**config.mk**
```make
export PLATFORM = sky130hd
export DESIGN_NAME = rgb_pwm_decoder8_flat
export DESIGN_NICKNAME = d
export VERILOG_FILES = /design/src/rtl/rgb_pwm_decoder8_pkg.sv /design/src/rtl/rgb_pwm_decoder8_if.sv /design/src/rtl/rgb_pwm_decoder8_pwm_capture_channel.sv /design/src/rtl/rgb_pwm_decoder8.sv /design/src/flat_wrapper.sv
export SDC_FILE = /design/constraint.sdc
export NUM_CORES = 1
export LEC_CHECK = 0
export ABC_AREA = 0
export ABC_CLOCK_PERIOD_IN_PS = 2300
export CAP_MARGIN = 10
export CORE_ASPECT_RATIO = 1.1
export CORE_MARGIN = 1.5
export CORE_UTILIZATION = 53
export CTS_CLUSTER_DIAMETER = 120
export DETAILED_ROUTE_END_ITERATION = 8
export PLACE_DENSITY = 0.84
export SETUP_SLACK_MARGIN = 0.02
export SYNTH_ARGS = -nofsm -noshare
export SYNTH_HDL_FRONTEND = slang
export SYNTH_SLANG_ARGS = --single-unit
```
**constraint.sdc**
```tcl
create_clock -name clk -period 2.3 [get_ports clk]
set_clock_uncertainty 0.15 [all_clocks]
set_input_delay 0.575 -clock clk [delete_from_list [all_inputs] [get_ports clk]]
set_output_delay 0.575 -clock clk [all_outputs]
set_load 0.03 [all_outputs]
```
**src/rtl/rgb_pwm_decoder8_pkg.sv**
```systemverilog
// Shared types and constants for the RGB PWM duty decoder.
package rgb_pwm_decoder8_pkg;

  localparam int unsigned FRAME_LEN      = 256;
  localparam int unsigned DefaultTimeout = 320;
  localparam int unsigned NumChan        = 3;
  localparam int unsigned CntW           = 9;

  localparam logic [CntW-1:0] CntMax = '1;

  typedef enum logic [1:0] {
    StWait = 2'd0,
    StHigh = 2'd1,
    StLow  = 2'd2
  } cap_state_e;

  // On-time counts of a full frame or more report full brightness.
  function automatic logic [7:0] clamp_duty(logic [CntW-1:0] cnt);
    if (cnt >= CntW'(FRAME_LEN)) begin
      return 8'hFF;
    end
    return cnt[7:0];
  endfunction

endpackage

```
**src/rtl/rgb_pwm_decoder8_if.sv**
```systemverilog
// Pin and result bundle between an RGB PWM source and the decoder.
interface rgb_pwm_decoder8_if;

  logic       r_i;
  logic       g_i;
  logic       b_i;
  logic       an;
  logic [7:0] rcolor_o;
  logic [7:0] gcolor_o;
  logic [7:0] bcolor_o;
  logic [2:0] valid_o;
  logic       locked_o;

  modport master (
    output r_i, g_i, b_i, an,
    input  rcolor_o, gcolor_o, bcolor_o, valid_o, locked_o
  );

  modport slave (
    input  r_i, g_i, b_i, an,
    output rcolor_o, gcolor_o, bcolor_o, valid_o, locked_o
  );

endinterface

```
**src/rtl/rgb_pwm_decoder8_pwm_capture_channel.sv**
```systemverilog
// One PWM channel: pin synchronizer, edge detect, on-time measurement FSM and
// steady-level timeout. Polarity is applied outside and fed back as level_i.
module pwm_capture_channel
  import rgb_pwm_decoder8_pkg::*;
#(
  parameter int unsigned TIMEOUT = DefaultTimeout
) (
  input  logic       clk,
  input  logic       rst,
  input  logic       pin_i,
  output logic       sync_o,
  input  logic       level_i,
  output logic [7:0] color_o,
  output logic       valid_o,
  output logic       seen_o
);

  localparam logic [CntW-1:0] IdleLimit = CntW'(TIMEOUT - 1);

  logic [1:0]      sync_q;
  logic            level_q, level_prev_q;
  logic [3:0]      prime_q;
  cap_state_e      state_q, state_d;
  logic [CntW-1:0] high_q, high_d;
  logic [CntW-1:0] idle_q, idle_d;
  logic [7:0]      color_q, color_d;
  logic            valid_q, valid_d;
  logic            seen_q, seen_d;
  logic            lvl_edge, lvl_rise, lvl_fall, timeout_hit;

  assign sync_o = sync_q[1];

  // Edges are ignored until level_prev_q holds a real pin sample, so a pin
  // that is already high when reset releases cannot start a partial count.
  assign lvl_edge    = (level_q ^ level_prev_q) & prime_q[3];
  assign lvl_rise    = lvl_edge & level_q;
  assign lvl_fall    = lvl_edge & ~level_q;
  assign timeout_hit = !lvl_edge && (idle_q == IdleLimit);

  always_ff @(posedge clk) begin
    if (!rst) begin
      sync_q       <= '0;
      level_q      <= 1'b0;
      level_prev_q <= 1'b0;
      prime_q      <= '0;
      state_q      <= StWait;
      high_q       <= '0;
      idle_q       <= '0;
      color_q      <= 8'h00;
      valid_q      <= 1'b0;
      seen_q       <= 1'b0;
    end else begin
      sync_q       <= {sync_q[0], pin_i};
      level_q      <= level_i;
      level_prev_q <= level_q;
      prime_q      <= {prime_q[2:0], 1'b1};
      state_q      <= state_d;
      high_q       <= high_d;
      idle_q       <= idle_d;
      color_q      <= color_d;
      valid_q      <= valid_d;
      seen_q       <= seen_d;
    end
  end

  always_comb begin
    state_d = state_q;
    high_d  = high_q;
    color_d = color_q;
    valid_d = 1'b0;

    // Saturation keeps the timeout from re-firing during a long steady level.
    if (lvl_edge) begin
      idle_d = '0;
    end else if (idle_q != CntMax) begin
      idle_d = idle_q + CntW'(1);
    end else begin
      idle_d = idle_q;
    end

    if (timeout_hit) begin
      color_d = level_q ? 8'hFF : 8'h00;
      valid_d = 1'b1;
      state_d = StWait;
    end else begin
      unique case (state_q)
        StWait: begin
          if (lvl_rise) begin
            high_d  = CntW'(1);
            state_d = StHigh;
          end
        end
        StHigh: begin
          if (lvl_fall) begin
            state_d = StLow;
          end else if (level_q && (high_q != CntMax)) begin
            high_d = high_q + CntW'(1);
          end
        end
        StLow: begin
          if (lvl_rise) begin
            color_d = clamp_duty(high_q);
            valid_d = 1'b1;
            high_d  = CntW'(1);
            state_d = StHigh;
          end
        end
        default: state_d = StWait;
      endcase
    end

    seen_d = seen_q | valid_d;
  end

  assign color_o = color_q;
  assign valid_o = valid_q;
  assign seen_o  = seen_q;

endmodule

```
**src/rtl/rgb_pwm_decoder8.sv**
```systemverilog
// Recovers 8-bit duty cycles from the three pins of an RGB PWM driver.
module rgb_pwm_decoder8
  import rgb_pwm_decoder8_pkg::*;
#(
  parameter int unsigned TIMEOUT = DefaultTimeout
) (
  input logic               clk,
  input logic               rst,
  rgb_pwm_decoder8_if.slave bus
);

  logic [NumChan-1:0] pin;
  logic [NumChan-1:0] sync;
  logic [NumChan-1:0] level;
  logic [NumChan-1:0] valid;
  logic [NumChan-1:0] seen;
  logic [7:0]         color [NumChan];
  logic               locked_q, locked_d;

  // Bit 2 = red, bit 1 = green, bit 0 = blue throughout.
  assign pin   = {bus.r_i, bus.g_i, bus.b_i};
  assign level = sync ^ {NumChan{bus.an}};

  for (genvar i = 0; i < NumChan; i++) begin : g_chan
    pwm_capture_channel #(
      .TIMEOUT(TIMEOUT)
    ) u_chan (
      .clk    (clk),
      .rst    (rst),
      .pin_i  (pin[i]),
      .sync_o (sync[i]),
      .level_i(level[i]),
      .color_o(color[i]),
      .valid_o(valid[i]),
      .seen_o (seen[i])
    );
  end

  always_comb begin
    locked_d = locked_q | (&seen);
  end

  always_ff @(posedge clk) begin
    if (!rst) begin
      locked_q <= 1'b0;
    end else begin
      locked_q <= locked_d;
    end
  end

  assign bus.rcolor_o = color[2];
  assign bus.gcolor_o = color[1];
  assign bus.bcolor_o = color[0];
  assign bus.valid_o  = valid;
  assign bus.locked_o = locked_q;

endmodule
```
**src/flat_wrapper.sv**
```systemverilog
// flat-port wrapper written by rule: the top's interface ports become plain ports
module rgb_pwm_decoder8_flat import rgb_pwm_decoder8_pkg::*;
#(
  parameter int unsigned TIMEOUT = DefaultTimeout
)
  (clk, rst, bus_r_i, bus_g_i, bus_b_i, bus_an, bus_rcolor_o, bus_gcolor_o, bus_bcolor_o, bus_valid_o, bus_locked_o);
  rgb_pwm_decoder8_if bus_i ();
  input logic clk;
  input logic rst;
  input wire logic [$bits(bus_i.r_i)-1:0] bus_r_i;
  input wire logic [$bits(bus_i.g_i)-1:0] bus_g_i;
  input wire logic [$bits(bus_i.b_i)-1:0] bus_b_i;
  input wire logic [$bits(bus_i.an)-1:0] bus_an;
  output wire logic [$bits(bus_i.rcolor_o)-1:0] bus_rcolor_o;
  output wire logic [$bits(bus_i.gcolor_o)-1:0] bus_gcolor_o;
  output wire logic [$bits(bus_i.bcolor_o)-1:0] bus_bcolor_o;
  output wire logic [$bits(bus_i.valid_o)-1:0] bus_valid_o;
  output wire logic [$bits(bus_i.locked_o)-1:0] bus_locked_o;
  assign bus_i.r_i = bus_r_i;
  assign bus_i.g_i = bus_g_i;
  assign bus_i.b_i = bus_b_i;
  assign bus_i.an = bus_an;
  assign bus_rcolor_o = bus_i.rcolor_o;
  assign bus_gcolor_o = bus_i.gcolor_o;
  assign bus_bcolor_o = bus_i.bcolor_o;
  assign bus_valid_o = bus_i.valid_o;
  assign bus_locked_o = bus_i.locked_o;
  rgb_pwm_decoder8 #(.TIMEOUT(TIMEOUT)) u_core (.clk(clk), .rst(rst), .bus(bus_i));
endmodule
```
# Word level (Yosys, flattened, before mapping)

Cells that the tools add are included.

Bits in registers: 115
Logic and storage cells: 197

$add $sub $neg: 6
Order comparisons: 3
Eq/ne operators: 27
Mux-type cells: 63
Bitwise operators: 24
Reduce and logical (&&, ||, !) cells: 40

Operators with widths:

| operator                                                        | number |
|---|---|
| 8-bit two-way mux                                               | 18 |
| 9-bit two-way mux                                               | 9 |
| 9-bit by 1-bit adder with 9-bit output, second input constant   | 6 |
| 9-bit != test, second input constant                            | 6 |
| 9-bit one-hot mux with 2 select lines                           | 3 |
| 9-bit == test, second input constant                            | 3 |
| 9-bit greater-or-equal comparator, second input constant        | 3 |
| 1-bit two-way mux                                               | 24 |
| 2-bit != test, second input constant                            | 9 |
| 2-bit nonzero test                                              | 9 |
| 2-bit OR reduction                                              | 9 |
| 5-bit AND reduction                                             | 3 |
| 2-bit two-way mux                                               | 6 |
| 2-bit one-hot mux with 2 select lines                           | 3 |
| 2-bit AND reduction                                             | 6 |
| 1-bit bitwise AND                                               | 9 |
| 1-bit inverter                                                  | 7 |
| 2-bit by 1-bit == test with 1-bit output, second input constant | 3 |
| 2-bit == test, second input constant                            | 3 |
| 1-bit logical AND                                               | 6 |
| 2-bit logical NOT                                               | 3 |
| 2-bit by 1-bit != test with 1-bit output, second input constant | 3 |
| 1-bit bitwise OR                                                | 4 |
| 1-bit logical NOT                                               | 3 |
| 3 further kinds                                                 | 5 |

# Depth between registers and ports, before layout

Gate-level depths: netlist of the first run.

Word-level depth: 10
Mapped depth: 11
Mapped depth without buffers: 10

# By module

From an unflattened synthesis of the first run, not the netlist that was laid out.

Cell total of the unflattened synthesis: 593
Area total of the unflattened synthesis: 5,232.5 um2

Modules (own cells, without submodules):

| module                                             | instances | cells each | area an instance (um2) | seq. area each (um2) |
|---|---|---|---|---|
| pwm_capture_channel at u_core.g_chan[0].u_chan ... | 2         | 199        | 1,750.4                | 760.7 |
| pwm_capture_channel at u_core.g_chan[1].u_chan     | 1         | 189        | 1,672.9                | 760.7 |
| rgb_pwm_decoder8                                   | 1         | 6          | 58.8                   | 20.0 |

# Worst setup path before layout of the first run

OpenSTA, ideal clock, no wires.

Path type: reg2reg
Start: register u_core.g_chan[2].u_chan.idle_q[0]
End: register u_core.g_chan[2].u_chan.idle_q[7]
Setup time: 123 ps
Arrival: 2,066 ps
Data required time: 2,027 ps
Setup slack: -39 ps
Cell stages (with the launch flop): 12
Path buffers: 1
Period minus slack after synthesis: 2,339 ps
Cell sequence: dfxtp_1 -> ha_1 -> nand2_1 -> nor2_1 -> and3_1 -> ha_1 -> clkbuf_1 -> and4b_1 -> and3_1 -> and3_1 -> xnor2_1 -> nor2_1

Word-level cells in the longest chain between the ends: 1

RTL lines:

| element                                                                 | RTL line                                                                               | RTL |
|---|---|---|
| from (decl)                                                             | rgb_pwm_decoder8_pwm_capture_channel.sv:25                                             | `logic [CntW-1:0] idle_q, idle_d;` |
| from (signal assigned)                                                  | rgb_pwm_decoder8_pwm_capture_channel.sv:59                                             | `idle_q <= idle_d;` |
| 9-bit by 1-bit adder with 9-bit output or 9-bit != test (tied branches) | rgb_pwm_decoder8_pwm_capture_channel.sv:76, rgb_pwm_decoder8_pwm_capture_channel.sv:75 |  |

Several ways; a longest one is shown, not always the timed one.
A chain may end at the register's enable or synchronous reset.

# Worst setup path after layout of the first run

Start: register u_core.g_chan[1].u_chan.high_q[1]
End: register u_core.g_chan[1].u_chan.high_q[0]

Word-level cells in the longest chain between the ends: 4

RTL lines:

| element                       | RTL line                                   | RTL |
|---|---|---|
| from (decl)                   | rgb_pwm_decoder8_pwm_capture_channel.sv:24 | `logic [CntW-1:0] high_q, high_d;` |
| from (signal assigned)        | rgb_pwm_decoder8_pwm_capture_channel.sv:58 | `high_q <= high_d;` |
| 9-bit != test                 | rgb_pwm_decoder8_pwm_capture_channel.sv:96 | `end else if (level_q && (high_q != CntMax)) begin` |
| 1-bit logical AND             | rgb_pwm_decoder8_pwm_capture_channel.sv:96 |  |
| 2-bit != test (no line)       | -                                          |  |
| 5-bit AND reduction (no line) | -                                          |  |

No other way between the ends.

==> results of run 1 <==
[synthesized netlist by cell type (all sizes together)]
cell	instances	area, µm²
nor2b	9	56.3
a2111oi	4	80.1
xnor2	14	123
nor3b	13	131
dfxtp	107	2140
nand3	22	110
nand2b	3	26.3
a21o	2	16.3
nor2	99	374
nor4bb	1	10.0
mux2i	8	80.1
a31oi	3	18.8
a21oi	14	70.1
inv	7	26.3
o221a	6	67.6
nor4	1	6.26
a21boi	7	52.6
nand3b	3	35.0
o21a	28	210
or2	5	31.3
o211a	5	50.1
or3	1	6.26
nand2	52	195
and4	1	8.76
and3	12	75.1
o21ai	15	75.1
clkbuf	18	67.6
and4b	1	10.0
xor2	13	129
nor4b	1	8.76
a211oi	24	180
a31o	2	17.5
or3b	2	17.5
ha	12	150
nor3	4	20.0
o22ai	2	12.5
nand4bb	1	11.3
and2	18	113
buf	15	92.6
o31a	4	35.0
nand4b	3	26.3
[final cells by class]
cell class                      instances  area (µm²)
Tap cell                              114         143
Timing Repair Buffer                   61         548
Clock buffer                           12         165
Multi-Input combinational cell        416        2780
Sequential cell                       107        2160
Inverter                                7        26.3
Clock inverter                          2        35.0
Fill cell                             703        3110
[worst max-delay path: stages (launching register included)]
cell     delay, ns
dfxtp_2       0.35
ha_2          0.18
nand3_1       0.12
or2_4         0.28
nor2_1        0.11
ha_2          0.21
nor3b_4       0.06
o21ai_2       0.18
buf_4         0.13
buf_4         0.10
nor3_1        0.04
a21oi_1       0.15
nor2b_1       0.07
[routing by layer]
metal	vias to the layer above	wire length (µm)	global-route usage
li1	2021	-	-
met1	1974	4520	0.259
met2	109	5410	0.366
met3	14	411	0.0473
met4	0	132	0.0672
met5	-	0	0
[through the flow]
step | utilization | total power (µW) | setup TNS, ns
2_1_floorplan | - | 2070 | 0
3_3_place_gp | 0.611 | 2100 | 0
3_5_place_dp | 0.611 | 2110 | -0.209
4_1_cts | 0.635 | 3270 | 0
5_1_grt | 0.653 | 3390 | -0.0644
6_report | 0.653 | 3250 | 0
[path summary, 6_finish.rpt]
check	startpoint	endpoint	slack (ns)	cells past startpoint
min reg2reg	u_core.g_chan[0].u_chan.sync_q[0]$_SDFF_PN0_	u_core.g_chan[0].u_chan.sync_q[1]$_SDFF_PN0_	0.28	1
max reg2reg	u_core.g_chan[1].u_chan.high_q[1]$_SDFFE_PN0P_	u_core.g_chan[1].u_chan.high_q[0]$_SDFFE_PN0P_	0.08	12
min	u_core.g_chan[0].u_chan.sync_q[0]$_SDFF_PN0_	u_core.g_chan[0].u_chan.sync_q[1]$_SDFF_PN0_	0.28	1
max	u_core.g_chan[1].u_chan.high_q[1]$_SDFFE_PN0P_	u_core.g_chan[1].u_chan.high_q[0]$_SDFFE_PN0P_	0.08	12
[power by group]
group	internal (µW)	switching (µW)	leakage, µW
logic	71.3	90.1	0.00113
clock network	579	591	0.000104
registers	1880	38.4	0.000871
[cells by family after synthesis]
kind of cell | synth area share
AND/OR/NAND/NOR | 0.256
AO/OA/AOI/OAI | 0.178
flip-flops | 0.431
buffers and inverters | 0.0375
XOR/XNOR | 0.0506
adder cells (fa/ha/maj) | 0.0302
multiplexers | 0.0161
[timing repair]
item | CTS | global route
endpoints found under the setup margin | 18 | 29
hold buffers | 0 | 0
pin swaps | 2 | 4
setup buffers | 1 | 3
gates resized for setup | 4 | 36
gates cloned | 0 | 1
[flip-flops by register name (all words and copies together), names as in the netlist, 4 cells and up]
name,cells
u_core.g_chan.u_chan.high_q,27
u_core.g_chan.u_chan.prime_q,4
u_core.g_chan.u_chan.idle_q,27
u_core.g_chan.u_chan.color_o,24
u_core.g_chan.u_chan.sync_q,6
u_core.g_chan.u_chan.state_q,6
[cell usage in the layout, fill, tap and decap left out, types with 3 or more instances in the layout]
master / instances
ha_1: 7
o211a_1: 5
clkdlybuf4s50_1: 32
a21oi_1: 12
nor2_1: 97
nand2_1: 51
nand3_1: 20
o21a_1: 28
o21ai_2: 3
o221a_2: 6
xor2_1: 11
o31a_1: 4
nor2b_1: 9
xnor2_1: 14
or2_2: 3
mux2i_1: 8
dfxtp_2: 5
a211oi_1: 24
nor3b_1: 7
nor3_1: 4
o21ai_0: 10
ha_2: 4
inv_1: 7
a21boi_1: 3
and3_1: 11
dfxtp_1: 100
nor3b_4: 5
buf_4: 27
and2_1: 18
clkbuf_8: 12
nand4b_1: 3
==> flow_summary_export.csv, run 1 <==
group,metric,value,unit
global_routing,grt_pass1_wl,17100,µm
drt,wire_per_inst,14.6,µm
setup_path,worstPathRequired,2.41,ns
final_layout,diodes,0,
sta,hold_ws,0.284,ns
clocking,ctsRootBufferMaster,"clkbuf_8",
global_routing,grt_max_degree,20,
status,status,"finished clean",
setup_path,worstPathMaxFanout,3,
global_routing,antenna_found_initial,0,
final_layout,syn2layout_area_growth,17.8,%
drt,via_per_inst,5.73,
drt,first_iter_violations,261,
floorplan,start_util,0.554,
sta,setup_viol,0,
final_layout,design_area,0.00585,mm²
clocking,cts_sinks,107,
final_layout,final_net_count,620,
clocking,cts_tree,"built",
drt,finalWirelength,10500,µm
floorplan,dieArea,0.00997,mm²
placement,hpwl,6900,µm
logic_synthesis,synth_seq_cells,107,
clocking,insertion_delay,0.37,ns
drt,detail-route-antenna-nets,0,
placement,port_buffers,33,
global_routing,grt_pass1_vias,3884,
power_and_ir_drop,vdd_drop_max,0.000318,V
clocking,cts_inserted_buffers,9,
power_and_ir_drop,cellPowerDensity,556,mW/mm²
drt,firstDrtPassIters,5,
logic_synthesis,synth_cell_types,55,
placement,dpl.cell_count,700,
final_layout,drive_above_1_share,0.160,
setup_path,start_kind,"flop",
setup_path,endpoint_kind,"flop",
floorplan,die_x,95.3,µm
setup_path,criticalPathCategory,"flop to flop",
clocking,clk_transition_reported_paths,0.09,ns
global_routing,grt_use_total,0.213,
logic_synthesis,netlist_instances,562,
logic_synthesis,syn_nets,580,
sta,period_minus_slack,2.22,ns
run,max_cap_viol_count,0,
sta,max_clock_freq,450,MHz
clocking,cts_buffer_depth,2,
sta,setup_ws,0.0792,ns
logic_synthesis,synth_warnings,0,
placement,placed_cell_area,0.00547,mm²
global_routing,grt_overflow,0,
floorplan,die-height,105,µm
logic_synthesis,ys_seq_area_frac,0.431,
sta,min_period_over_period,0.966,
placement,post-place-ws,-0.0673,ns
clocking,htreeDepth,3,
sta,slew_headroom,0.517,
setup_path,arrival,2.33,ns
sta,slew_viol_final,0,
floorplan,num_io_pins,34,
drt,vias,4118,
logic_synthesis,syn_area_per_cell,8.84,µm²
placement,gp_congestion,0.853,
drt,drc,0,
min_path,hp-class,"flop to flop",
sta,hold_viol,0,
power_and_ir_drop,leakage,0.00211,µW
floorplan,rows,36,
logic_synthesis,syn_area,0.00497,mm²
final_layout,fin_cells,719,
floorplan,core-area,0.00896,mm²
sta,worst_slew_pin_slew,0.724,ns
Power figures use the tool's default switching activity.
==> run 2: changes to the inputs <==
--- a/config.mk
+++ b/config.mk
@@ -11,10 +11,11 @@
 export CORE_ASPECT_RATIO = 1.1
 export CORE_MARGIN = 1.5
 export CORE_UTILIZATION = 53
-export CTS_CLUSTER_DIAMETER = 120
+export CTS_CLUSTER_DIAMETER = 50
 export DETAILED_ROUTE_END_ITERATION = 8
 export PLACE_DENSITY = 0.84
 export SETUP_SLACK_MARGIN = 0.02
+export SLEW_MARGIN = 20
 export SYNTH_ARGS = -nofsm -noshare
 export SYNTH_HDL_FRONTEND = slang
 export SYNTH_SLANG_ARGS = --single-unit
==> constraint.sdc (replaced) <==
create_clock -name clk -period 2.3 [get_ports clk]
set_clock_uncertainty 0.15 [all_clocks]
set_input_delay 0.575 -clock clk [delete_from_list [all_inputs] [get_ports clk]]
set_output_delay 0.575 -clock clk [all_outputs]
set_load 0.1 [all_outputs]
==> run 2 against run 1 <==
Against the previous run:
- clock power down 14%
- design area down 2.3%
- hold slack better by 0.0059 ns
- total power down 4.9%
- fmax up 2.1%
- core utilization down 1.5 points
- sequential cell count unchanged
- via count down 0.29%
- critical path type unchanged
- critical endpoint is now u_core.g_chan[2].u_chan.high_q[2]$_SDFFE_PN0P_
==> flow_summary_export.csv, run 2 (synthesis results as in run 1) <==
group,metric,value,unit
drt,drc,0,
floorplan,start_util,0.554,
clocking,cts_buffer_depth,2,
placement,post-place-ws,-0.0191,ns
floorplan,die_x,95.3,µm
setup_path,start_kind,"flop",
power_and_ir_drop,leakage,0.00217,µW
global_routing,grt_use_total,0.211,
floorplan,dieArea,0.00997,mm²
clocking,cts_sinks,107,
sta,setup_viol,0,
sta,max_clock_freq,460,MHz
min_path,hp-class,"flop to flop",
final_layout,mostFrequentLayoutCell,"dfxtp_1",
sta,hold_viol,0,
sta,setup_ws,0.126,ns
clocking,ctsRootBufferMaster,"clkbuf_8",
placement,hpwl,7140,µm
clocking,htreeDepth,3,
run,max_cap_viol_count,0,
clocking,clk_transition_reported_paths,0.10,ns
floorplan,die-height,105,µm
drt,finalWirelength,10200,µm
setup_path,arrival,2.33,ns
clocking,insertion_delay,0.37,ns
final_layout,diodes,0,
drt,wire_per_inst,14.2,µm
drt,via_per_inst,5.67,
final_layout,fin_cells,724,
final_layout,regArea,0.00215,mm²
setup_path,endpoint_kind,"flop",
floorplan,num_io_pins,34,
global_routing,grt_pass1_vias,3801,
setup_path,worstPathRequired,2.45,ns
sta,slew_headroom,0.514,
setup_path,criticalPathCategory,"flop to flop",
drt,detail-route-antenna-nets,0,
global_routing,grt_overflow,0,
global_routing,grt_pass1_wl,16900,µm
sta,tns,0,ns
placement,port_buffers,33,
status,status,"finished clean",
final_layout,final_net_count,624,
sta,min_period_over_period,0.945,
final_layout,drive_above_1_share,0.197,
clocking,cts_inserted_buffers,9,
setup_path,ff2ff_setup_slack,0.13,ns
global_routing,grt_max_degree,19,
drt,firstDrtPassIters,4,
placement,gp_congestion,0.842,
sta,period_minus_slack,2.17,ns
setup_path,worstPathMaxFanout,8,
final_layout,mostFrequentLayoutCells,"dfxtp_1, nor2_1, buf_4, nand2_1, o21a_1",
power_and_ir_drop,cellPowerDensity,541,mW/mm²
drt,vias,4106,
final_layout,nFillCells,701,
final_layout,multi_input_area,0.00274,mm²
sta,worst_slew_pin_slew,0.728,ns
floorplan,core-area,0.00896,mm²
final_layout,syn2layout_area_growth,15.1,%
power_and_ir_drop,vdd_drop_max,0.000311,V
drt,first_iter_violations,182,
sta,slew_viol_final,0,
clocking,cts_tree,"built",
sta,rsz0062_at_grt,"no",
global_routing,antenna_found_initial,0,
placement,dpl.cell_count,701,
clocking,cts_hold_buf,0,
floorplan,rows,36,
==> run 2: final timing paths <==
path | from | endpoint | depth (start not counted)
worst min-delay path | u_core.g_chan[0].u_chan.sync_q[0]$_SDFF_PN0_ | u_core.g_chan[0].u_chan.sync_q[1]$_SDFF_PN0_ | 1
worst min register to register | u_core.g_chan[0].u_chan.sync_q[0]$_SDFF_PN0_ | u_core.g_chan[0].u_chan.sync_q[1]$_SDFF_PN0_ | 1
worst max-delay path | u_core.g_chan[2].u_chan.high_q[1]$_SDFFE_PN0P_ | u_core.g_chan[2].u_chan.high_q[2]$_SDFFE_PN0P_ | 10
worst max register to register | u_core.g_chan[2].u_chan.high_q[1]$_SDFFE_PN0P_ | u_core.g_chan[2].u_chan.high_q[2]$_SDFFE_PN0P_ | 10
==> run 2: final cells by class <==
cell class                 instances  area share
multi-input combinational        416       0.480
timing repair buffer              65      0.0866
clock inverter                     2     0.00219
sequential                       107       0.376
inverter                           7     0.00459
tap                              114      0.0249
clock buffer                      13      0.0260
==> run 2: where the power goes <==
group | switching, µW | leakage (µW) | internal, µW
logic | 86.8 | 0.00122 | 71.9
clock network | 596 | 0.0000795 | 418
registers | 37.6 | 0.000869 | 1880
==> run 2: per-stage QoR <==
stage / cell area, µm² / power (µW) / hold WS, ns / utilization
floorplan: 4970 / 2070 / 0.262 / -
global placement: 5400 / 2100 / 0.263 / 0.602
detailed placement: 5400 / 2120 / 0.271 / 0.602
CTS: 5590 / 3110 / 0.292 / 0.624
global route: 5720 / 3230 / 0.308 / 0.638
finish: 5720 / 3090 / 0.290 / 0.638
==> run 2: routing by layer <==
metal / vias up / wire (µm) / track usage
li1: 2029 / - / -
met1: 1967 / 4490 / 0.258
met2: 91 / 5180 / 0.364
met3: 19 / 364 / 0.0262
met4: 0 / 206 / 0.0906
met5: - / 0 / 0
==> run 2: timing repair <==
action	CTS	global route
buffers inserted	2	5
cloned	0	1
setup endpoints to repair	14	30
resized for setup	8	22
pin swaps	2	6
==> run 2: critical path: stages (launching register included) <==
cell     delay [ns]
dfxtp_4        0.38
ha_2           0.20
nand3_2        0.10
or2_4          0.27
nor2_1         0.11
ha_1           0.18
nor3b_2        0.06
o21ai_2        0.23
a31o_4         0.19
nand2_1        0.07
a31oi_1        0.16
